File: src/rtl/alu_pkg.sv
// Shared constants and types for the ALU requester-side driver.
package alu_pkg;

  // Interface widths of the combinational ALU.
  localparam int DATA_W = 32;
  localparam int CTRL_W = 4;
  localparam int FLAG_W = 3;

  // Highest control code the ALU implements; anything above is refused.
  localparam logic [CTRL_W-1:0] MAX_OP = 4'd14;

  // Bit positions inside the ALU flag vector.
  localparam int FLAG_Z_BIT = 0;
  localparam int FLAG_N_BIT = 1;
  localparam int FLAG_C_BIT = 2;

  // Driver control states.
  typedef enum logic [1:0] {
    ST_IDLE  = 2'd0,
    ST_ISSUE = 2'd1,
    ST_RESP  = 2'd2
  } state_e;

endpackage

File: src/rtl/alu_settle_counter.sv
// Loadable down-counter used to time how long ALU inputs are held before
// the result is captured. Saturates at zero.
module alu_settle_counter #(
  parameter int W = 1
) (
  input  logic         clk,
  input  logic         rst,
  input  logic         load,
  input  logic [W-1:0] load_val,
  input  logic         dec,
  output logic         zero
);

  logic [W-1:0] count_d;
  logic [W-1:0] count_q;

  // Next count: load wins over decrement; hold at zero.
  always_comb begin
    count_d = count_q;
    if (load) begin
      count_d = load_val;
    end else if (dec && (count_q != {W{1'b0}})) begin
      count_d = count_q - W'(1);
    end else begin
      count_d = count_q;
    end
  end

  // Count register.
  always_ff @(posedge clk or posedge rst) begin
    if (rst) begin
      count_q <= {W{1'b0}};
    end else begin
      count_q <= count_d;
    end
  end

  assign zero = (count_q == {W{1'b0}});

endmodule

File: src/rtl/alu_driver.sv
// Requester-side driver for a combinational 32-bit ALU: accepts a request,
// holds operands for a settle time, captures result/flags and returns them.
module alu_driver #(
  parameter int                   DATA_W = alu_pkg::DATA_W,
  parameter int                   CTRL_W = alu_pkg::CTRL_W,
  parameter int                   FLAG_W = alu_pkg::FLAG_W,
  parameter logic [CTRL_W-1:0]    MAX_OP = alu_pkg::MAX_OP,
  parameter int                   SETTLE = 1,
  parameter int                   CNT_W  = 16
) (
  input  logic              clk,
  input  logic              rst,
  input  logic              req_valid,
  output logic              req_ready,
  input  logic [CTRL_W-1:0] req_op,
  input  logic [DATA_W-1:0] req_a,
  input  logic [DATA_W-1:0] req_b,
  output logic [DATA_W-1:0] alu_rega,
  output logic [DATA_W-1:0] alu_regb,
  output logic [CTRL_W-1:0] alu_ctrl_s,
  input  logic [DATA_W-1:0] alu_result,
  input  logic [FLAG_W-1:0] alu_flags,
  output logic              rsp_valid,
  input  logic              rsp_ready,
  output logic [DATA_W-1:0] rsp_result,
  output logic [FLAG_W-1:0] rsp_flags,
  output logic              rsp_err,
  input  logic              sticky_clr,
  output logic [FLAG_W-1:0] sticky_flags,
  output logic [CNT_W-1:0]  op_count
);
  import alu_pkg::*;

  // SETTLE-1 must fit; a 1-bit counter covers SETTLE=1.
  localparam int CW = (SETTLE > 1) ? $clog2(SETTLE) : 1;

  state_e            state_d, state_q;
  logic [DATA_W-1:0] rega_d, rega_q, regb_d, regb_q;
  logic [CTRL_W-1:0] ctrl_d, ctrl_q;
  logic [DATA_W-1:0] result_d, result_q;
  logic [FLAG_W-1:0] flags_d, flags_q;
  logic              err_d, err_q;
  logic [FLAG_W-1:0] sticky_d, sticky_q;
  logic [CNT_W-1:0]  count_d, count_q;
  logic              req_ready_d, req_ready_q;
  logic              rsp_valid_d, rsp_valid_q;
  logic              cnt_load_s, cnt_dec_s, cnt_zero_s;
  logic [FLAG_W-1:0] sticky_base_s;

  alu_settle_counter #(.W(CW)) u_settle (
    .clk      (clk),
    .rst      (rst),
    .load     (cnt_load_s),
    .load_val (CW'(SETTLE - 1)),
    .dec      (cnt_dec_s),
    .zero     (cnt_zero_s)
  );

  // Next-state and datapath: everything holds unless the current state acts.
  always_comb begin
    state_d    = state_q;
    rega_d     = rega_q;
    regb_d     = regb_q;
    ctrl_d     = ctrl_q;
    result_d   = result_q;
    flags_d    = flags_q;
    err_d      = err_q;
    count_d    = count_q;
    cnt_load_s = 1'b0;
    cnt_dec_s  = 1'b0;
    // A clear in the capture cycle is applied before the new flags are ORed.
    sticky_base_s = sticky_clr ? {FLAG_W{1'b0}} : sticky_q;
    sticky_d      = sticky_base_s;
    case (state_q)
      ST_IDLE: begin
        if (req_valid) begin
          if (req_op <= MAX_OP) begin
            rega_d     = req_a;
            regb_d     = req_b;
            ctrl_d     = req_op;
            cnt_load_s = 1'b1;
            state_d    = ST_ISSUE;
          end else begin
            result_d = {DATA_W{1'b0}};
            flags_d  = {FLAG_W{1'b0}};
            err_d    = 1'b1;
            state_d  = ST_RESP;
          end
        end else begin
          state_d = ST_IDLE;
        end
      end
      ST_ISSUE: begin
        if (cnt_zero_s) begin
          result_d = alu_result;
          flags_d  = alu_flags;
          err_d    = 1'b0;
          sticky_d = sticky_base_s | alu_flags;
          state_d  = ST_RESP;
        end else begin
          cnt_dec_s = 1'b1;
        end
      end
      ST_RESP: begin
        if (rsp_ready) begin
          state_d = ST_IDLE;
          if (!err_q) begin
            count_d = count_q + CNT_W'(1);
          end else begin
            count_d = count_q;
          end
        end else begin
          state_d = ST_RESP;
        end
      end
      default: begin
        state_d = ST_IDLE;
      end
    endcase
    // Handshake outputs are registered copies of the upcoming state.
    req_ready_d = (state_d == ST_IDLE);
    rsp_valid_d = (state_d == ST_RESP);
  end

  // State and output registers; reset drops any request or response in flight.
  always_ff @(posedge clk or posedge rst) begin
    if (rst) begin
      state_q     <= ST_IDLE;
      rega_q      <= {DATA_W{1'b0}};
      regb_q      <= {DATA_W{1'b0}};
      ctrl_q      <= {CTRL_W{1'b0}};
      result_q    <= {DATA_W{1'b0}};
      flags_q     <= {FLAG_W{1'b0}};
      err_q       <= 1'b0;
      sticky_q    <= {FLAG_W{1'b0}};
      count_q     <= {CNT_W{1'b0}};
      req_ready_q <= 1'b1;
      rsp_valid_q <= 1'b0;
    end else begin
      state_q     <= state_d;
      rega_q      <= rega_d;
      regb_q      <= regb_d;
      ctrl_q      <= ctrl_d;
      result_q    <= result_d;
      flags_q     <= flags_d;
      err_q       <= err_d;
      sticky_q    <= sticky_d;
      count_q     <= count_d;
      req_ready_q <= req_ready_d;
      rsp_valid_q <= rsp_valid_d;
    end
  end

  assign req_ready    = req_ready_q;
  assign alu_rega     = rega_q;
  assign alu_regb     = regb_q;
  assign alu_ctrl_s   = ctrl_q;
  assign rsp_valid    = rsp_valid_q;
  assign rsp_result   = result_q;
  assign rsp_flags    = flags_q;
  assign rsp_err      = err_q;
  assign sticky_flags = sticky_q;
  assign op_count     = count_q;

endmodule
File: config.mk
export PLATFORM = sky130hd
export DESIGN_NAME = alu_driver
export DESIGN_NICKNAME = d
export VERILOG_FILES = /design/src/rtl/alu_pkg.sv /design/src/rtl/alu_settle_counter.sv /design/src/rtl/alu_driver.sv
export SDC_FILE = /design/constraint.sdc
export NUM_CORES = 1
export LEC_CHECK = 0
export ABC_AREA = 1
export CAP_MARGIN = 5
export CORE_ASPECT_RATIO = 1.25
export CORE_MARGIN = 2
export CORE_UTILIZATION = 35
export DETAILED_ROUTE_END_ITERATION = 6
export MAX_ROUTING_LAYER = met4
export PLACE_DENSITY = 0.77
export SYNTH_ARGS = -nofsm -noshare
export SYNTH_HDL_FRONTEND = slang
export SYNTH_HIERARCHICAL = 1
export SYNTH_SLANG_ARGS = --single-unit
File: constraint.sdc
create_clock -name clk -period 5.25 [get_ports clk]
set_input_delay 0.7875 -clock clk [delete_from_list [all_inputs] [get_ports clk]]
set_output_delay 0.7875 -clock clk [all_outputs]
set_load 0.05 [all_outputs]
==> metrics list, run 1 <==
- Internal power comes to just over 3 mW.
* Fraction of final layout cells with drive strength greater than 1: between 4 and 5%
* Max cap viols: 0
- Logic gate share of total power: a little over half
* Overall die area: 15,630 µm²
- Required time at the endpoint of the critical path: 4.46 ns
- Placed wire-length estimate: about 10000 µm
* Slew at the pin closest to its max-slew limit: 1.139 ns
- Total negative slack for setup checks: 0 ns
- DRT Pass-1 Iters: 4
- Vias in the first global route: about 4.5k
- The congestion estimate from routability-driven global placement came to between 0.7 and 0.8.
* Clock latency at the later pin of the worst-skew pair: 0.40 ns
- Buffering stage count on the worst path with inverters included: 1
- The clock network is responsible for between 10% and 20% of the overall power.
* Vias: 4,586
* Clock tree from TritonCTS: done
- The number of setup buffers added after CTS is 0.
- The number of antenna diodes in the final layout is 0.
* Wirelength per Cell: roughly 14 µm
* Total I/O pin count: between 200 and 250
- For this run, the total global-route usage over all layers was measured as about a fifth.
- The analysis attributes to net switching a power of between 2 and 3 mW.
- The worst setup path is captured at an output pin.
* Detail-routed via count per cell: around 4.5
* Maximum number of pins on one net before global-route repair: between 70 and 80
- From bottom edge to top edge, the die measures ~140 µm.
* Critical Path Fanout Max: 1
- Measured against its own limit, the worst slew margin works out to approximately 24%.
* CTS Root Buffer Type: sky130_fd_sc_hd__clkbuf_16
- After global routing the overflow that remains totals 0.
- Ratio of final minimum period to clock period: roughly 48%
* DIE WIDTH: 112.2 µm
* Quantity of I/O buffers inserted on ports: approximately 230
* Crit path max-delay cell type: sky130_fd_sc_hd__clkdlybuf4s50_1
* Synth Area in Adders: less than 1%
- Number of buffers added to fix hold violations after cts: 0
- The area growth from synthesis to layout is 59.12%.
- Unrepaired setup endpoints after global routing: no
* Hold Path Class: flop to flop
* Most common library cell in the layout ignoring fill and taps: sky130_fd_sc_hd__nand2_1
* Final Skew: approximately 0.0090 ns
* Maximum buffer depth of the clock tree: 2
- Post-detailed-routing wire length: roughly 14,000 µm
* Share of synthesized cell area in and, or, nand and nor gates: a little under a third
- TritonCTS buffer count: 17
- The synthesized netlist contains 25 unique library cells.
* Worst hold path depth: 2
* Worst-case reg-to-reg path depth: 6
* Area used by multi-input combinational logic: around 1700 µm²
- Net switching share of the total power: between 40% and 50%
* DRC errors left: 0
- Placed Instance Area: approximately 7600 µm²
- Registers take around 3200 µm².
- The cell count after synthesis came out at 594.
- The finished cells cover 8153 µm².
* Sequential cell area fraction in the yosys report: 62.54%
- Warnings, synthesis: 6
- Initial cell density of the core: a little over a third
- Post-DRT Antenna Nets: 0
- Number of design-rule violations left by the first detailed-router iteration: 150
- Subtracting the final worst setup slack from the clock period gives between 2 and 3 ns.
- The synthesized netlist devotes less than 1% of its cell area to compound gates.
* IR drop worst, VDD: 0.0004129 V
* Series of cell instances along the critical path: clkdlybuf4s50_1
- Post-CTS repair changed the size of 0 cells.
- The first global-routing pass estimated between 20,000 and 25,000 µm of wire.
* Mean instance size in the synthesized netlist: around 8.6 µm²
* Std-Cell Rows: between 40 and 50
- WP data arrival: between 1.5 and 2 ns
- In the synthesized netlist, mux cells make up 0% of the area.
- Synth Area in XOR/XNOR: approximately 1.7%
- Hold is met by about 0.47 ns.
* Initial antenna violation count: 0
- In this run the number of cells on the critical path is 1.
* Clock sink count: between 100 and 150
- The worst setup path is launched from a flop.
- Htree depth: 4
* Power density over the cells: around 740 nW/µm²
- Static timing analysis puts the maximum clock frequency at just under 400 MHz.
- Combinational family with the most area after synthesis: simple AND/OR/NAND/NOR gates
- In the layout the commonest cells are 354 x sky130_fd_sc_hd__nand2_1, 232 x sky130_fd_sc_hd__clkdlybuf4s50_1, 127 x sky130_fd_sc_hd__dfrtp_1.
- Area of the core region: about 14,000 µm²
* Class of the most critical setup path: flop to output pin
- Power comes to ~6.0 mW.
* Crit-path leading delay family: buffers and inverters
- Number of nets in the layout: 937
* Flops & latches, synth: ~130
- In this run the cell area of the synthesized design comes to between 5000 and 6000 µm².
- The filler cells instantiated in the layout total 1,297.
- Registers are responsible for between 20% and 30% of the overall power.
* Maximum single-stage delay on the critical path: approximately 0.8 ns
- Static leakage: roughly 4.0 nW
* Final Slew Violations: 0
- Setup violations remaining at the end of the flow were counted as 0.
* Outcome: complete, no violations
- Synthesized netlist net count: around 700
* CTS clock-pin slew for the worst setup and hold paths: roughly 0.06 ns
* Final hold viol count: 0
[worst paths after layout]
path	start	to	slack (ns)
worst max-delay path	req_ready	req_ready	2.73
max in group asynchronous	rst	alu_regb[17]	3.45
worst max register to register	u_settle/count_q	rsp_result[27]	3.16
worst min-delay path	rsp_result[21]	rsp_result[21]	0.47
worst min register to register	rsp_result[21]	rsp_result[21]	0.47
min in group asynchronous	rst	u_settle/count_q	0.61
[registers in the layout (all words and copies together), names as in the netlist]
| register | flops |
|---|---|
| alu_ctrl_s | 4 |
| alu_rega | 32 |
| alu_regb | 32 |
| op_count | 16 |
| req_ready | 1 |
| rsp_err | 1 |
| rsp_flags | 3 |
| rsp_result | 32 |
| rsp_valid | 1 |
| state_q | 2 |
| sticky_flags | 3 |
| u_settle/count_q | 1 |
[synthesized netlist by cell type]
cell	instances	share of area [%]
sky130_fd_sc_hd__buf_2	8	0.78
sky130_fd_sc_hd__inv_1	32	2.3
sky130_fd_sc_hd__inv_2	1	0.073
sky130_fd_sc_hd__clkbuf_1	7	0.51
sky130_fd_sc_hd__dfstp_2	1	0.51
sky130_fd_sc_hd__nand2_2	2	0.24
sky130_fd_sc_hd__xor2_1	4	0.68
sky130_fd_sc_hd__o21ai_0	3	0.29
sky130_fd_sc_hd__ha_1	1	0.24
sky130_fd_sc_hd__buf_4	3	0.44
sky130_fd_sc_hd__nand4_1	2	0.24
sky130_fd_sc_hd__nor2_1	19	1.4
sky130_fd_sc_hd__nand2_1	354	26
sky130_fd_sc_hd__xnor2_1	6	1.0
sky130_fd_sc_hd__nor3_1	2	0.20
sky130_fd_sc_hd__o21ai_4	1	0.32
sky130_fd_sc_hd__conb_1	1	0.073
sky130_fd_sc_hd__a21oi_1	1	0.098
sky130_fd_sc_hd__nor3_4	1	0.32
sky130_fd_sc_hd__dfrtp_1	127	62
sky130_fd_sc_hd__o22ai_1	1	0.12
sky130_fd_sc_hd__nand3b_1	2	0.29
sky130_fd_sc_hd__buf_6	2	0.44
sky130_fd_sc_hd__nand3_1	12	1.2
sky130_fd_sc_hd__nor2_4	1	0.22
[per-layer routing]
layer	part of all wire (%)	global-route usage, %	vias to the layer above
met2	47	29.61	184
met4	1.0	5.263	0
met1	45	23.83	2137
met5	0	-	-
li1	-	-	2253
met3	7.1	5.052	12
[kinds of logic (layout without fill, tap and decap cells)]
logic type	after synthesis	in the layout
xor+xnor	10	10
compound gates	6	6
other cells	1	1
buf+inv	53	299
fa+ha+maj	1	1
flops	128	128
simple gates	395	395
[power groups by stage]
stage / registers, mW / clock network (mW) / logic, mW
2_1_floorplan: 3.12 / 0 / 0.655
3_3_place_gp: 1.68 / 0 / 3.19
3_5_place_dp: 1.68 / 0 / 3.22
4_1_cts: 1.69 / 1.17 / 3.22
5_1_grt: 1.73 / 1.21 / 3.38
6_report: 1.68 / 1.14 / 3.18
[area by class of cell]
type	count	area share, %
clock buffers	18	5.264
clock inverters	13	1.734
inverters	33	1.550
multi-input cells	413	20.66
flip-flops and latches	128	39.30
well taps	178	2.732
repair buffers	235	28.76
[per-stage QoR]
step                      util (%)  std cells  worst slack, ns
final                        56.83       1018            2.728
after global routing         56.83       1018            2.681
after CTS                    56.83       1018            2.710
after detailed placement     52.85        987            2.409
after global placement       52.85        987            2.414
after floorplan                  -        594            1.080
No activity file was read; power rests on OpenSTA's default activity.
==> inputs of run 2 (changes only) <==
==> constraint.sdc (replaced) <==
create_clock -name clk -period 2.4 [get_ports clk]
set_input_delay 0.36 -clock clk [delete_from_list [all_inputs] [get_ports clk]]
set_output_delay 0.36 -clock clk [all_outputs]
set_load 0.05 [all_outputs]
==> run 2 against run 1 <==
  * Die area unchanged
  * Flip-flop and latch count did not move
  * Routed wire length is 0.18% lower
  * Power up 130%
  * First-iteration DRC count is 52% higher
  * Cell count is 0.59% higher
  * Register-to-register slack lost 2.3 ns
  * Core utilization grew 1.7 points
  * Via count is 0.61% higher
  * Clock power grew to 2.7 times the previous value
  * Clock-buffer cell count up 2
  * Combinational power increased by 120%
  * Highest routed layer unchanged
==> metrics list, run 2 (synthesized netlist as in run 1, its figures left out) <==
- Outcome: complete, no violations
* Final setup viols: 0 (unchanged)
* Crit path to: req_ready
- Std-Cell Rows: 49 (unchanged)
- Final Skew: 0.01181 ns (+0.002783 ns)
- Placed wire-length estimate: 9972 µm (+1.2%)
- Total I/O pin count: 233 (unchanged)
- Required time at the endpoint of the critical path: 2.04 ns (-2.42 ns)
- The clock edge transition at the registers on the reported setup and hold paths is 0.06 ns (about the same).
- STA classifies the critical path endpoint as an output pin.
- The post-layout worst setup margin is 0.2998 ns (-2.428 ns).
- # resized after CTS: 0 (unchanged)
* Worst setup path startpoint: req_ready
- The starting density of the core is 35.71% (unchanged).
- Vias: 4,614 (+0.61%)
* Slew at the pin closest to its max-slew limit: 0.5609 ns (-0.5778 ns)
- The slowest stage of the critical path belongs to the cell sky130_fd_sc_hd__clkdlybuf4s50_1.
* Maximum single-stage delay on the critical path: 0.81 ns (about the same)
- Routability Congestion: 0.7738 (-0.60%)
- The maximum count of clock buffers along a single path came to 2 (unchanged).
* Pre-CTS setup slack: 0.3957 ns (-2.013 ns)
- In this run the critical register-to-register path is captured at op_count[10].
- The static leakage came to 4.126 nW (+2.9%).
- The number of nets in the finished design is 942 (+0.53%).
* Critical Path Fanout Max: 1 (unchanged)
* Series of cell instances along the critical path: clkdlybuf4s50_1
- Setup repair after global routing left no endpoint under its margin.
- Clock tree from TritonCTS: done
- The worst path in the final design needs a cycle of roughly 2.1 ns, including I/O delays and setup.
- Clock latency at the later pin of the worst-skew pair: 0.41 ns (about the same)
* Reg2Reg Launch Point: state_q[0]
- Ratio of final minimum period to clock period: slightly below 90%
- Fraction of final layout cells with drive strength greater than 1: 5.674% (+0.79 points)
* Crit-path leading delay family: buffers and inverters
- Max cap viols: 0 (unchanged)
- Final Slew Violations: 0 (unchanged)
- Class of the most critical setup path: flop to output pin
- The first-pass GRT wire length was 23,200 µm (+2.2%).
* Total negative slack for setup checks: 0 ns (unchanged)
* DRT Pass-1 Iters: 4 (unchanged)
- Antenna diode instance count: 0 (unchanged)
* Vias in the first global route: 4,707 (+4.2%)
- Maximum number of pins on one net before global-route repair: 70 (-1.4%)
* Hold Path Class: primary input to async pin
* Overall die area: 15,630 µm² (unchanged)
- Final hold viol count: 0 (unchanged)
- In the layout the commonest cells are 354 x sky130_fd_sc_hd__nand2_1, 232 x sky130_fd_sc_hd__clkdlybuf4s50_1, 127 x sky130_fd_sc_hd__dfrtp_1.
- The count of buffers added by post-CTS timing repair for setup came to 0 (unchanged).
- The wire length reported by the detailed router came to 13,980 µm (-0.18%).
- Final standard cell area without fillers: 8392 µm² (+2.9%)
* Initial antenna violation count: 0 (unchanged)
- The average routed wire per standard cell came to 13.65 µm (-0.76%).
- The setup slack of the worst register-to-register path was 0.91 ns (-2.25 ns).
- Overflow after GRT: 0 (unchanged)
* Buffering stage count on the worst path with inverters included: 1 (unchanged)
* Number of buffers added to fix hold violations after cts: 0 (unchanged)
- Number of design-rule violations left by the first detailed-router iteration: 228 (+52%)
- Slew margin rel.: 62.49% (+38 points)
* Power density over the cells: 1642 nW/µm² (+120%)
- Growth of design area from synthesis to finish: 63.79%
* Post-DRT Antenna Nets: 0 (unchanged)
* TritonCTS buffer count: 17 (unchanged)
* Clock sink count: 128 (unchanged)
* DIE WIDTH: 112.2 µm (unchanged)
- Overall track demand over capacity in global routing: 19.12% (+0.40 points)
- The maximum vdd ir drop was 0.001096 V (+170%).
* Worst-case reg-to-reg path depth: 8 (+2)
* CTS Root Buffer Type: sky130_fd_sc_hd__clkbuf_16
- Quantity of I/O buffers inserted on ports: 232 (unchanged)
- The library cell used most frequently in the layout, excluding fill and tap cells, is sky130_fd_sc_hd__nand2_1.
- DRC errors left: 0 (unchanged)
- Critical path startpoint category: flop
* Detail-routed via count per cell: 4.506 (about the same)
- The endpoint arrival time on the critical path is 1.74 ns (about the same).
* Highest attainable clock frequency: between 400 and 500 MHz
- Placed Instance Area: 7696 µm² (+1.5%)
* Htree depth: 4 (unchanged)
- Die Height: 139.3 µm (unchanged)
- Number of cells on the critical path: 1 (unchanged)
- The area of the core is 14,350 µm² (unchanged).
run 2: where the power goes:
| group | internal [mW] | switching (mW) | total, mW |
|---|---|---|---|
| registers | 3.11 | 0.554 | 3.67 |
| clock network | 2.04 | 0.990 | 3.03 |
| logic | 2.25 | 4.83 | 7.08 |
run 2: final cells by class:
class	count	area (µm²)
timing repair buffer	240	2457
fill	1249	5954
multi-input combinational	413	1684
clock inverter	12	229.0
clock buffer	20	466.7
inverter	33	127.6
sequential	128	3204
tap	178	222.7
run 2: worst min path at each step:
stage | endpoint
final | u_settle/count_q
after floorplan | u_settle/count_q
after global routing | u_settle/count_q
after CTS | u_settle/count_q
after detailed placement | rsp_result[17]
after global placement | rsp_result[15]
run 2: metrics by stage:
stage	hold WS, ns	cells	util (%)	total power [mW]
after floorplan	0.08871	594	-	8.265
after global placement	0.4523	992	53.65	10.74
after detailed placement	0.4579	992	53.65	10.83
after CTS	0.1706	1024	58.49	13.93
after global routing	0.1881	1024	58.49	14.51
final	0.1805	1024	58.49	13.78
run 2: metal layers:
metal / routed length, µm / vias up / part of all wire (%) / track usage, %
met3: 1059 / 19 / 7.6 / 5.183
met1: 6061 / 2123 / 43 / 23.52
met2: 6650 / 201 / 48 / 30.85
met5: 0 / - / 0 / -
li1: - / 2271 / - / -
met4: 208 / 0 / 1.5 / 5.969
